<file path="config.mk">
export PLATFORM = sky130hd
export DESIGN_NAME = board_renderer
export DESIGN_NICKNAME = d
export VERILOG_FILES = /design/src/rtl/render_pkg.sv /design/src/rtl/cell_locator.sv /design/src/rtl/board_renderer.sv
export SDC_FILE = /design/constraint.sdc
export NUM_CORES = 1
export LEC_CHECK = 0
export BUFFER_PORTS_ARGS = -buffer_cell sky130_fd_sc_hd__clkbuf_2
export CELL_PAD_IN_SITES_DETAIL_PLACEMENT = 0
export CELL_PAD_IN_SITES_GLOBAL_PLACEMENT = 1
export CORE_MARGIN = 1
export CORE_UTILIZATION = 43
export CTS_BUF_LIST = sky130_fd_sc_hd__clkbuf_16
export DETAILED_ROUTE_END_ITERATION = 16
export PLACE_DENSITY_LB_ADDON = 0.1
export SYNTH_ARGS = -nofsm -noshare
export SYNTH_HDL_FRONTEND = slang
export SYNTH_SLANG_ARGS = --single-unit
</file>
<file path="constraint.sdc">
create_clock -name clk -period 6.2 [get_ports clk]
set_input_delay 1.24 -clock clk [delete_from_list [all_inputs] [get_ports clk]]
set_output_delay 1.24 -clock clk [all_outputs]
set_load 0.05 [all_outputs]
</file>
<file path="src/rtl/render_pkg.sv">
// Shared colours, board geometry defaults and the per-axis locator result type.
// With RENDER_GRID_EN defined, the renderer draws cell grid lines in C_GRID.
package render_pkg;

  localparam logic [11:0] C_WHITE   = 12'hFFF;
  localparam logic [11:0] C_BLUE    = 12'h00F;
  localparam logic [11:0] C_GREEN   = 12'h0F0;
  localparam logic [11:0] C_RED     = 12'hF00;
  localparam logic [11:0] C_CYAN    = 12'h0FF;
  localparam logic [11:0] C_YELLOW  = 12'hFF0;
  localparam logic [11:0] C_MAGENTA = 12'hF0F;
  localparam logic [11:0] C_BLACK   = 12'h000;
  localparam logic [11:0] C_GRID    = 12'h888;
  localparam logic [11:0] C_CURSOR  = 12'h000;

  localparam int DEF_ORIGIN_X   = 120;
  localparam int DEF_ORIGIN_Y   = 40;
  localparam int DEF_CELL       = 50;
  localparam int DEF_CURSOR_W   = 3;
  localparam int DEF_BLINK_LOG2 = 5;

  typedef struct packed {
    logic       in_range;
    logic [2:0] idx;
    logic [5:0] off;
  } loc_t;

  function automatic logic [11:0] cell_colour(input logic [2:0] code);
    case (code)
      3'd0:    cell_colour = C_WHITE;
      3'd1:    cell_colour = C_BLUE;
      3'd2:    cell_colour = C_GREEN;
      3'd3:    cell_colour = C_RED;
      3'd4:    cell_colour = C_CYAN;
      3'd5:    cell_colour = C_YELLOW;
      3'd6:    cell_colour = C_MAGENTA;
      default: cell_colour = C_BLACK;
    endcase
  endfunction

endpackage

</file>
<file path="src/rtl/cell_locator.sv">
// Maps one pixel coordinate to {in_range, cell index, in-cell offset}
// using a compare chain against ORIGIN+k*CELL instead of a divider.
module cell_locator
  import render_pkg::*;
#(
  parameter int W      = 10,
  parameter int ORIGIN = DEF_ORIGIN_X,
  parameter int CELL   = DEF_CELL
) (
  input  logic [W-1:0] coord,
  output loc_t         loc
);

  logic [7:0]  ge;
  logic [2:0]  idx;
  logic [15:0] base;

  for (genvar gi = 0; gi < 8; gi++) begin : g_cmp
    assign ge[gi] = (int'(coord) >= ORIGIN + gi * CELL);
  end

  // The chain is monotonic, so the highest set compare is the cell index.
  always_comb begin
    idx = 3'd0;
    for (int k = 1; k < 8; k++)
      if (ge[k]) idx = 3'(k);
  end

  assign base         = 16'(ORIGIN) + 16'(idx) * 16'(CELL);
  assign loc.idx      = idx;
  assign loc.off      = 6'(16'(coord) - base);
  assign loc.in_range = ge[0] && (int'(coord) < ORIGIN + 8 * CELL);

endmodule

</file>
<file path="src/rtl/board_renderer.sv">
// Chess board pixel generator: per-frame board/cursor snapshot, 2-cycle pipeline.
// Optional grid lines are enabled by defining RENDER_GRID_EN.
module board_renderer
  import render_pkg::*;
#(
  parameter int ORIGIN_X   = DEF_ORIGIN_X,
  parameter int ORIGIN_Y   = DEF_ORIGIN_Y,
  parameter int CELL       = DEF_CELL,
  parameter int CURSOR_W   = DEF_CURSOR_W,
  parameter int BLINK_LOG2 = DEF_BLINK_LOG2
) (
  input  logic         clk,
  input  logic         clrn,
  input  logic [191:0] board_in,
  input  logic         board_valid,
  input  logic [3:0]   cur_x,
  input  logic [3:0]   cur_y,
  input  logic [9:0]   col_addr,
  input  logic [8:0]   row_addr,
  output logic [11:0]  pix_out,
  output logic         frame_tick
);

  logic [191:0]          board_shadow;
  logic [3:0]            cur_x_shadow;
  logic [3:0]            cur_y_shadow;
  logic [BLINK_LOG2-1:0] blink_cnt;
  logic                  snap;

  loc_t       col_loc;
  loc_t       row_loc;
  logic       in_board_s1;
  logic [2:0] r_s1;
  logic [2:0] c_s1;
  logic [5:0] ox_s1;
  logic [5:0] oy_s1;

  logic [2:0]  cells [64];
  logic        border;
  logic        cursor_hit;
  logic [11:0] pix_next;

  assign snap = (row_addr == 9'd480) && (col_addr == 10'd0);

  cell_locator #(.W(10), .ORIGIN(ORIGIN_X), .CELL(CELL)) u_col_loc (
    .coord (col_addr),
    .loc   (col_loc)
  );

  cell_locator #(.W(9), .ORIGIN(ORIGIN_Y), .CELL(CELL)) u_row_loc (
    .coord (row_addr),
    .loc   (row_loc)
  );

  // Snapshot registers: rendering never looks at the live board or cursor.
  always_ff @(posedge clk) begin
    if (!clrn) begin
      board_shadow <= '0;
      cur_x_shadow <= 4'd8;
      cur_y_shadow <= 4'd8;
      blink_cnt    <= '0;
      frame_tick   <= 1'b0;
    end else begin
      frame_tick <= snap;
      if (snap) begin
        cur_x_shadow <= cur_x;
        cur_y_shadow <= cur_y;
        blink_cnt    <= blink_cnt + 1'b1;
        if (board_valid) board_shadow <= board_in;
      end
    end
  end

  always_ff @(posedge clk) begin
    if (!clrn) begin
      in_board_s1 <= 1'b0;
      r_s1        <= '0;
      c_s1        <= '0;
      ox_s1       <= '0;
      oy_s1       <= '0;
    end else begin
      in_board_s1 <= col_loc.in_range && row_loc.in_range;
      r_s1        <= row_loc.idx;
      c_s1        <= col_loc.idx;
      ox_s1       <= col_loc.off;
      oy_s1       <= row_loc.off;
    end
  end

  for (genvar gi = 0; gi < 64; gi++) begin : g_cells
    assign cells[gi] = board_shadow[gi*3 +: 3];
  end

  always_comb begin
    border = (ox_s1 < 6'(CURSOR_W)) || (oy_s1 < 6'(CURSOR_W)) ||
             (ox_s1 >= 6'(CELL - CURSOR_W)) || (oy_s1 >= 6'(CELL - CURSOR_W));
    cursor_hit = border && !blink_cnt[BLINK_LOG2-1] &&
                 (cur_x_shadow == {1'b0, c_s1}) && (cur_y_shadow == {1'b0, r_s1});
    pix_next = cell_colour(cells[{r_s1, c_s1}]);
`ifdef RENDER_GRID_EN
    if (ox_s1 == 6'd0 || oy_s1 == 6'd0) pix_next = C_GRID;
`else
`endif
    if (cursor_hit)   pix_next = C_CURSOR;
    if (!in_board_s1) pix_next = C_WHITE;
  end

  always_ff @(posedge clk) begin
    if (!clrn) pix_out <= C_WHITE;
    else       pix_out <= pix_next;
  end

endmodule

</file>
==> impl_metrics.tcl <==
set metrics [dict create \
    fin_util_pct 52.2 \
    synth_seq_area_share_pct 44.3 \
    synth-edff-count 0 \
    core_area_sq_um 23500 \
    finalSetupViolCount 0 \
    cts_sinks 228 \
    clkSlewWorstSetupHoldPaths_ps 60 \
    antenna_found_initial 1 \
    yosysUniqueCellTypes 54 \
    cp-end-kind "flip-flop" \
    clock_skew_ps 6.37 \
    synth_area_leaders "dfxtp_1, nand2_1, mux4_2" \
    area_growth_pct 19.0 \
    fin_crit_sh_pct 66.0 \
    ys_ff_latch 228 \
    postRouteWirelength_microns 27200 \
    final_antenna_net_count 0 \
    vdd_drop_max_mv 0.148 \
    cts_hold_buf 0 \
    crit_fanout 104 \
    start_util_pct 43.9 \
    layout_min_cycle_time_ps 4090 \
    crit_type "input pin to flip-flop" \
    cts_buffer_depth 3 \
    design.die.area_sq_um 24600 \
    synthArstFlopShare_pct 0 \
    drive_gt1_share_pct 24.3 \
    min_path_type "flip-flop to flip-flop" \
    status "finished clean" \
    cts_tree "built" \
    ys.flop_type "dfxtp_1" \
    synthTopCellsByCount "nand2_1, dfxtp_1, a21oi_1" \
    gp_congestion 0.761 \
    grt.total_usage_pct 21.9 \
    die_h_microns 157 \
    rsz0062_at_grt "no" \
    cts_setup_buffers 0 \
    syn_nets 1438 \
    drtPass1Iterations 4 \
    fin_area_sq_um 12300 \
    drtIter0Drc 504 \
    required_ps 6570 \
    hold_viol 0 \
    ios 235 \
    ys_warn_count 0 \
    dp_hpwl_microns 18400 \
    via_per_inst 5.06 \
    clk_latency_ps 510 \
    slew_violations 0 \
    tns_ps 0 \
    die_w_microns 157 \
    fmax_mhz 244 \
    syn_inst 1199 \
    synth_top_cell_area_share_pct 44.3 \
    leakagePower_nw 4.67 \
    routed-via-count 8622 \
    startpoint_type "input pin" \
    syn_area_sq_um 10300 \
    dpl_cell_area_sq_um 11500 \
    cts_buffers 25 \
    avgSynthCellArea_sq_um 8.59 \
    port_buffers 234 \
    drv_cap 0 \
    fin_nets 1607 \
    yosys.area.top_type "dfxtp_1" \
    worst_pin_slew_ps 1080 \
    grt_max_degree 106 \
    root_buffer "clkbuf_16" \
    num_rows 56 \
    h-tree-depth 1 \
    ctsResizeCount 0 \
    first_global_vias 8134 \
    powerDensity_nw_per_um2 262 \
    wl_per_cell_microns 16.0 \
    synth.most_common_cell "nand2_1" \
    slew_headroom_pct 28.1 \
    p_total_mw 3.21 \
    n_fill_cell 2287 \
    grt_pass1_wl_microns 42200 \
    drcViolationCount 0 \
    cp.arrival_ps 4460 \
    grt-ovfl-total 0 \
]
-- final timing paths --
path	start	endpoint	slack, ps	depth (start not counted)
worst min-delay path	board_shadow[43]	board_shadow[43]	450	2
worst max register to register	c_s1[1]	pix_out[10]	2860	8
worst max-delay path	row_addr[3]	board_shadow[180]	2110	9
worst min register to register	board_shadow[43]	board_shadow[43]	450	2
-- cell type report --
type                            instances  area (sq um)  share of cell area [%]
Multi-Input combinational cell        851          5190                    42.3
Sequential cell                       228          4570                    37.3
Timing Repair Buffer                  243          1250                    10.2
Clock buffer                           25           626                    5.10
Tap cell                              319           399                    3.25
Clock inverter                         19           151                    1.23
Inverter                               19          76.3                   0.622
Antenna cell                            1          2.50                  0.0204
-- critical path: stages --
cell,delay [ps]
clkbuf_2,150
nor4_1,400
nand3_1,170
nor3_2,630
buf_4,310
nand2_4,470
buf_4,640
nand2_1,220
a21oi_1,80
-- registers in the layout (all words and copies together), names as in the netlist, 3 cells and up --
register      count
blink_cnt         5
board_shadow    192
c_s1              3
cur_x_shadow      4
cur_y_shadow      4
ox_s1             6
oy_s1             6
pix_out           3
r_s1              3
-- per-stage QoR --
stage               worst slack (ps)  cells  hold slack, ps
global route                    1790   1704             463
floorplan                       2170   1199             409
CTS                             2110   1704             447
finish                          2110   1705             447
global placement                1600   1660             423
detailed placement              1570   1660             430
-- power by group --
group,internal (mW),total (mW),leakage [nW],switching (mW)
combinational,0.137,0.277,2.42,0.140
sequential,1.48,1.51,1.84,0.0308
clock,0.848,1.42,0.408,0.574
total,2.47,3.21,4.67,0.745
-- logic make-up (layout without fill, tap and decap cells) --
kind of cell             after synthesis  after routing  synth area share, %
other                                  0              1                    0
AND/OR/NAND/NOR                      479            479                 18.5
AO/OA/AOI/OAI                        256            256                 13.9
adder cells (fa/ha/maj)               17             17                 2.21
buffers and inverters                120            306                 5.46
multiplexers                          75             75                 13.6
XOR/XNOR                              24             24                 2.04
flip-flops                           228            228                 44.3
-- metal layers --
metal,part of all wire [%],up-vias,track usage [%]
li1,-,4409,-
met4,1.6,0,4.44
met3,5.5,24,3.90
met2,47,197,36.4
met5,0,-,0
met1,46,3992,29.6
-- placed cells by master, fill, tap and decap left out, drive strengths merged, types with 6 or more instances in the layout --
cell type / instances
inv: 27
buf: 9
ha: 15
a21oi: 199
o21ai: 12
nor2: 33
xor2: 10
o211ai: 9
clkinv: 8
clkbuf: 259
nand3: 7
nor4: 9
dfxtp: 228
o22ai: 6
nand2: 401
nor3: 6
and2: 7
mux2i: 17
mux4: 50
mux2: 8
xnor2: 14
Note: power is estimated with default switching activity, not from simulation.
